<file path="src/rtl/unidade_controle_desafio.sv">
// Purpose : Moore control unit sequencing the memory-challenge game datapath.
// Latency : outputs registered from next state, valid one cycle after the deciding edge.
// Backpr. : none; input pulses are sampled only in the states that use them.
//
// Ports:
//   clock, reset (async active-low)
//   jogar, nivel, memoria            - start request and per-game options
//   tem_jogada                       - one-cycle button press pulse
//   chaves_igual_memoria,
//   endereco_igual_sequencia,
//   meio_s, fim_s                    - datapath comparator / counter flags
//   zera_e, conta_e, zera_s, conta_s,
//   zera_r, registra_r               - datapath counter/register strobes
//   mostra_leds, seletor_memoria     - display source and memory bank select
//   ganhou, perdeu, timeout, pronto  - result flags
//   db_estado                        - current state code
module unidade_controle_desafio #(
    parameter int MOSTRA_CICLOS  = 500,
    parameter int TIMEOUT_CICLOS = 3000
) (
    input  logic       clock,
    input  logic       reset,
    input  logic       jogar,
    input  logic       nivel,
    input  logic       memoria,
    input  logic       tem_jogada,
    input  logic       chaves_igual_memoria,
    input  logic       endereco_igual_sequencia,
    input  logic       meio_s,
    input  logic       fim_s,
    output logic       zera_e,
    output logic       conta_e,
    output logic       zera_s,
    output logic       conta_s,
    output logic       zera_r,
    output logic       registra_r,
    output logic       mostra_leds,
    output logic       seletor_memoria,
    output logic       ganhou,
    output logic       perdeu,
    output logic       timeout,
    output logic       pronto,
    output logic [4:0] db_estado
);

    localparam int TMAX = (MOSTRA_CICLOS > TIMEOUT_CICLOS) ? MOSTRA_CICLOS : TIMEOUT_CICLOS;
    localparam int TW   = (TMAX > 1) ? $clog2(TMAX) : 1;

    localparam logic [TW-1:0] MOSTRA_FIM  = TW'(MOSTRA_CICLOS - 1);
    localparam logic [TW-1:0] TIMEOUT_FIM = TW'(TIMEOUT_CICLOS - 1);

    typedef enum logic [4:0] {
        INICIAL       = 5'h00,
        PREPARA       = 5'h01,
        INICIO_RODADA = 5'h02,
        MOSTRA        = 5'h03,
        INTERVALO     = 5'h04,
        PROX_MOSTRA   = 5'h05,
        ZERA_END      = 5'h06,
        ESPERA        = 5'h07,
        REGISTRA      = 5'h08,
        COMPARA       = 5'h09,
        PROX_END      = 5'h0A,
        PROX_RODADA   = 5'h0C,
        FIM_GANHOU    = 5'h0D,
        FIM_PERDEU    = 5'h0E,
        FIM_TIMEOUT   = 5'h0F
    } t_estado;

    t_estado         r_estado;
    t_estado         w_prox;
    logic [TW-1:0]   r_timer;
    logic            r_nivel;
    logic            w_fim_rod;

    // Last round depends on the difficulty captured at game start.
    assign w_fim_rod = r_nivel ? fim_s : meio_s;

    always_comb begin
        w_prox = r_estado;
        case (r_estado)
            INICIAL:       if (jogar) w_prox = PREPARA;
            PREPARA:       w_prox = INICIO_RODADA;
            INICIO_RODADA: w_prox = MOSTRA;
            MOSTRA:        if (r_timer == MOSTRA_FIM) w_prox = INTERVALO;
            INTERVALO: begin
                if (r_timer == MOSTRA_FIM)
                    w_prox = endereco_igual_sequencia ? ZERA_END : PROX_MOSTRA;
            end
            PROX_MOSTRA:   w_prox = MOSTRA;
            ZERA_END:      w_prox = ESPERA;
            ESPERA: begin
                // A press on the last allowed cycle still counts as a move.
                if (tem_jogada)
                    w_prox = REGISTRA;
                else if (r_timer == TIMEOUT_FIM)
                    w_prox = FIM_TIMEOUT;
            end
            REGISTRA:      w_prox = COMPARA;
            COMPARA: begin
                if (!chaves_igual_memoria)
                    w_prox = FIM_PERDEU;
                else if (endereco_igual_sequencia && w_fim_rod)
                    w_prox = FIM_GANHOU;
                else if (endereco_igual_sequencia)
                    w_prox = PROX_RODADA;
                else
                    w_prox = PROX_END;
            end
            PROX_END:      w_prox = ESPERA;
            PROX_RODADA:   w_prox = INICIO_RODADA;
            FIM_GANHOU,
            FIM_PERDEU,
            FIM_TIMEOUT:   if (jogar) w_prox = PREPARA;
            default:       w_prox = INICIAL;
        endcase
    end

    // Outputs are decoded from the next state and registered, so they line up
    // with r_estado and never see an input combinationally.
    always_ff @(posedge clock or negedge reset) begin
        if (!reset) begin
            r_estado        <= INICIAL;
            r_timer         <= '0;
            r_nivel         <= 1'b0;
            seletor_memoria <= 1'b0;
            zera_e          <= 1'b0;
            conta_e         <= 1'b0;
            zera_s          <= 1'b0;
            conta_s         <= 1'b0;
            zera_r          <= 1'b0;
            registra_r      <= 1'b0;
            mostra_leds     <= 1'b0;
            ganhou          <= 1'b0;
            perdeu          <= 1'b0;
            timeout         <= 1'b0;
            pronto          <= 1'b0;
            db_estado       <= 5'h00;
        end else begin
            r_estado <= w_prox;

            // Every timed state needs a fresh count on entry (including each
            // MOSTRA re-entered from PROX_MOSTRA), so any transition clears it.
            if (w_prox != r_estado)
                r_timer <= '0;
            else if (r_timer != {TW{1'b1}})
                r_timer <= r_timer + 1'b1;

            // Options are captured on the start edge and then ignored.
            if (w_prox == PREPARA) begin
                r_nivel         <= nivel;
                seletor_memoria <= memoria;
            end

            zera_e      <= (w_prox == PREPARA) || (w_prox == INICIO_RODADA) || (w_prox == ZERA_END);
            conta_e     <= (w_prox == PROX_MOSTRA) || (w_prox == PROX_END);
            zera_s      <= (w_prox == PREPARA);
            conta_s     <= (w_prox == PROX_RODADA);
            zera_r      <= (w_prox == PREPARA);
            registra_r  <= (w_prox == REGISTRA);
            mostra_leds <= (w_prox == MOSTRA);
            ganhou      <= (w_prox == FIM_GANHOU);
            perdeu      <= (w_prox == FIM_PERDEU);
            timeout     <= (w_prox == FIM_TIMEOUT);
            pronto      <= (w_prox == FIM_GANHOU) || (w_prox == FIM_PERDEU) || (w_prox == FIM_TIMEOUT);
            db_estado   <= w_prox;
        end
    end

endmodule
</file>
<file path="config.mk">
export PLATFORM = sky130hd
export DESIGN_NAME = unidade_controle_desafio
export DESIGN_NICKNAME = d
export VERILOG_FILES = /design/src/rtl/unidade_controle_desafio.sv
export SDC_FILE = /design/constraint.sdc
export NUM_CORES = 1
export LEC_CHECK = 0
export CORE_MARGIN = 5
export CORE_UTILIZATION = 44
export DETAILED_ROUTE_END_ITERATION = 10
export PLACE_DENSITY = 0.81
export SYNTH_ARGS = -nofsm -noshare
export SYNTH_HDL_FRONTEND = slang
export SYNTH_SLANG_ARGS = --single-unit
</file>
<file path="constraint.sdc">
create_clock -name clock -period 2.6 [get_ports clock]
set_input_delay 0.52 -clock clock [delete_from_list [all_inputs] [get_ports clock]]
set_output_delay 0.52 -clock clock [all_outputs]
set_load 0.01 [all_outputs]
</file>
### After elaboration in Yosys (flattened, before gate mapping)

Cells that the tools add are included.

* bits in registers: 29
* input port bits: 10
* output and inout bits: 17
* logic and storage cells: 69

* add/subtract/negate cells: 1
* equality and inequality tests: 29
* muxes and demuxes: 13
* reduce and logical (&&, ||, !) cells: 12

Operators by type and width (number)
* equality test 5 x 4 -> 1 bit (second input constant): 13
* case mux 5 bit (9 select lines): 1
* equality test 5 x 3 -> 1 bit (second input constant): 6
* 2-to-1 mux 5 bit: 5
* 2-to-1 mux 12 bit: 2
* equality test 5 x 2 -> 1 bit (second input constant): 4
* adder 12 x 1 -> 12 bit (second input constant): 1
* equality test 12 bit (second input constant): 1
* equality test 12 x 9 -> 1 bit (second input constant): 1
* != test 12 bit (second input constant): 1
* equality test 5 x 1 -> 1 bit (second input constant): 2
* 2-to-1 mux 3 bit: 3
* OR reduction 2 bit: 3
* logical NOT 5 bit: 1
* logical OR 1 bit: 5
* != test 5 bit: 1
* OR reduction 4 bit: 1
* 2-to-1 mux 2 bit: 1
* nonzero test 2 bit: 1
* logical AND 1 bit: 1
* 2-to-1 mux 1 bit: 1

### Longest topological paths before layout

* word-level depth: 8
* depth in mapped cells: 8
* gate-level depth less buffers: 7

### Worst setup path before layout

OpenSTA, ideal clock, no wires.

* kind: register -> register
* start: register r_timer[2]
* end: register r_nivel
* setup time: 0.128 ns
* data arrival time: 2.417 ns
* required time: 2.472 ns
* slack: 0.055 ns
* stages on the path, launching flop included: 7
* path buffers: 0
* period minus slack after synthesis: 2.545 ns
* cell sequence: dfrtp_1 -> or4b_1 -> or4_4 -> mux2i_2 -> nand2_2 -> nor4b_4 -> mux2_1

* longest elaborated chain between the ends: 5
* elaborated cells on any way between the ends: 8
* classes of those cells: eq/ne (3); mux (5)

Ends and longest elaborated chain
* start, declared: RTL line 72 `logic [TW-1:0] r_timer;`
* start signal, assigned: RTL line 147 `r_timer <= r_timer + 1'b1;`
* equality test 12 bit: RTL line 96 `else if (r_timer == TIMEOUT_FIM)`
* 2-to-1 mux 5 bit: RTL line 96
* 2-to-1 mux 5 bit: RTL line 94 `if (tem_jogada)`
* case mux 5 bit (9 select lines) *: RTL line 81 `case (r_estado)`
* named net w_prox[1]: RTL line 71 `t_estado w_prox;`
* equality test 5 x 1 -> 1 bit *: RTL line 150 `if (w_prox == PREPARA) begin`
* end signal, assigned: RTL line 151 `r_nivel <= nivel;`
* end, declared: RTL line 73 `logic r_nivel;`

Mark *: on every way through the listed nets, which the timed path passes. The rest lies on a longest branch.
A chain may end at the register's enable or synchronous reset.

### Worst setup path in the final report

* start: register r_timer[2]
* end: register seletor_memoria

* longest elaborated chain between the ends: 5
* elaborated cells on any way between the ends: 8
* classes of those cells: eq/ne (3); mux (5)

Ends and longest elaborated chain
* equality test 12 bit: RTL line 96
* 2-to-1 mux 5 bit: RTL line 96
* 2-to-1 mux 5 bit: RTL line 94
* case mux 5 bit (9 select lines) *: RTL line 81
* equality test 5 x 1 -> 1 bit *: RTL line 150
* end signal, assigned: RTL line 152 `seletor_memoria <= memoria;`
* end, declared: RTL line 38 `output logic seletor_memoria,`

Mark *: on every way between the ends. The rest lies on a longest branch, timed or not.

==> run metrics <==
status=completed; Worst-Skew Late Latency=0.28 ns; Setup crit end=seletor_memoria; power density over the cells=701 nW/µm²; Post-Route Skew=0.00575 ns; drt pass-1 iters=4; Inserted Clock Buffers=5; static leakage=0.966 nW; Die ar.=5160 µm²; Worst Tran Pin Value=0.531 ns; # port buffers=26; most frequent cells in the layout=dfrtp_1, clkdlybuf4s50_1, buf_4; initial antenna violation count=0; register bit total from synthesis=29; overall routing resource usage=16.7%; VDD IR max=523 µV; via count=1505; predominant post-synthesis flop cell=dfrtp_1; MaxCap Viol Count=0; sinks on the clock net=29; minimum clock period=2.55 ns; # setup viols final=0; Reg2Reg Setup Slack=0.05 ns; worst-case reg-to-reg path depth=6; gpl congestion=0.924; r2r endpoint=seletor_memoria; Die Y=71.9 µm; ys async rst share=100%; nets@finish=236; Seq/Total Area, Yosys=43.1%; htree depth=2; WP data arrival=2.70 ns; Yosys cell types=59; Routed wire per std cell=14.7 µm; Post-route DRC=0; Synth Instances=176; core area=3690 µm²; Die Width=71.9 µm; Area Overhead vs Synth=33.4%; Post-Synthesis Net Count=187; CTS tree=yes; first-pass GRT wire length=6.71 mm; average cell area after synthesis=9.57 µm²; Max Slew Vio Count=0; CP max FO=4; fraction of layout cells with a size suffix above 1=19.0%; vias in the first global route=1406; Worst setup EP type=flip-flop; Design Power=1.58 mW; clk slew on worst S/H paths=0.06 ns; reg2reg start=r_timer[2]; worst setup path category=reg -> reg; initial core utilization=45.7%; drt initial violations=128; post-DR vias/cell=5.49; Longest Clk Path Bufs=2; relative slew slack=64.3%; final WL=4.03 mm; most common cell after layout, fill and taps aside=dfrtp_1; Syn. warnings=0; clock root buffer master=clkbuf_8; diode count=0; Hold WC Path Type=reg -> reg; fmax=392 MHz; grt total ovfl=0; Antenna Nets Post-Route=0; fin crit share=98.1%; Syn Std Cell Area=1680 µm²; EDFF count, synth=0; Worst Setup SP=r_timer[2]; Critical Path RT=2.75 ns; Detail Placement HPWL=2.95 mm; Final Hold Viols=0; Min Hold Slack=0.518 ns; unrepaired setup endpoints after global routing=yes; boundary pin count=27; largest net degree at the start of global routing=30; Rows=22; crit start category=flip-flop
==> worst min path at each step <==
stage | start | to | cells after the start
final | seletor_memoria | seletor_memoria | 1
after global routing | seletor_memoria | seletor_memoria | 1
after CTS | seletor_memoria | seletor_memoria | 1
after detailed placement | seletor_memoria | seletor_memoria | 1
after global placement | seletor_memoria | seletor_memoria | 1
after floorplan | reset | conta_e | 0
==> synthesized netlist by cell type, types with 2 or more instances <==
library cell   n  share of area (%)
a211o_1        2                1.0
a211oi_1       3                1.3
a21oi_1        5                1.5
a221oi_1       2                1.0
and2_1         2               0.74
and3_1         3                1.1
buf_2          3               0.89
buf_4          2               0.89
dfrtp_1       29                 43
inv_1          5                1.1
mux2_1         2                1.3
mux2i_1        3                1.8
nand2_1       13                2.9
nand2b_1       6                2.2
nand3_1        7                2.1
nand3b_1       2               0.89
nand4_1        5                1.9
nor2_1        19                4.2
nor3_1         7                2.1
nor3b_1        2               0.89
nor4_1         5                1.9
nor4bb_1       2                1.2
o21ai_0        4                1.2
o21bai_1       2               0.89
or3b_2         2                1.0
xnor2_1        2                1.0
xor2_1         5                2.6
==> cells by family (layout without fill, tap and decap cells) <==
group / after synthesis / in the layout / share of synthesized area, %
muxes: 7 / 7 / 4.61
AOI/OAI and AO/OA: 29 / 29 / 12.7
adders and majority gates: 1 / 1 / 0.743
xor gates and xnor gates: 7 / 7 / 3.64
buffers and inverters: 12 / 62 / 3.79
DFF: 29 / 29 / 43.1
other: 1 / 1 / 0.223
and+or+nand+nor: 90 / 90 / 31.2
==> state kept, by name, indices dropped and copies added (netlist names) <==
register	cells
r_timer	12
pronto	1
seletor_memoria	1
mostra_leds	1
r_nivel	1
ganhou	1
zera_r	1
conta_e	1
registra_r	1
conta_s	1
perdeu	1
zera_e	1
r_estado	5
timeout	1
==> power by group <==
part	switching (mW)	internal (mW)
clock network	0.159	0.190
registers	0.0762	0.512
logic	0.306	0.334
==> area by class of cell <==
class | instances | area (µm²)
Inverter | 5 | 18.8
Multi-Input combinational cell | 135 | 930
Fill cell | 305 | 1440
Sequential cell | 29 | 726
Tap cell | 48 | 60.1
Clock buffer | 8 | 80.1
Timing Repair Buffer | 49 | 433
==> routing by layer <==
layer / GRT usage, % / share of wire, % / up-vias
met5: 0 / 0 / -
met4: 7.31 / 1.9 / 0
met3: 3.37 / 4.5 / 7
met2: 26.9 / 49 / 43
met1: 21.7 / 45 / 712
li1: - / - / 743
==> worst max-delay path, stage by stage, from the launching register on <==
cell     delay [ns]
dfrtp_1        0.37
or4b_4         0.54
or4_4          0.48
a22o_4         0.28
or2_1          0.27
nor4b_4        0.16
mux2_1         0.33
==> stage by stage <==
stage	utilization [%]	setup slack, ns	instance area [µm²]	std cells	setup TNS (ns)
3_5_place_dp	57.4	-0.240	2120	264	-0.698
4_1_cts	59.8	0.0410	2210	272	0
3_3_place_gp	57.4	-0.154	2120	264	-0.414
5_1_grt	60.9	-0.00560	2250	274	-0.0128
2_1_floorplan	-	0.0550	1680	176	0
6_report	60.9	0.0503	2250	274	0
==> what timing repair did <==
action                                  CTS  global route
gates resized for setup                   1             4
buffers inserted                          0             2
pin swaps                                 0             1
hold endpoints to repair                  0             0
endpoints found under the setup margin    2            14
hold buffers                              0             0
Note: power is estimated with default switching activity, not from simulation.
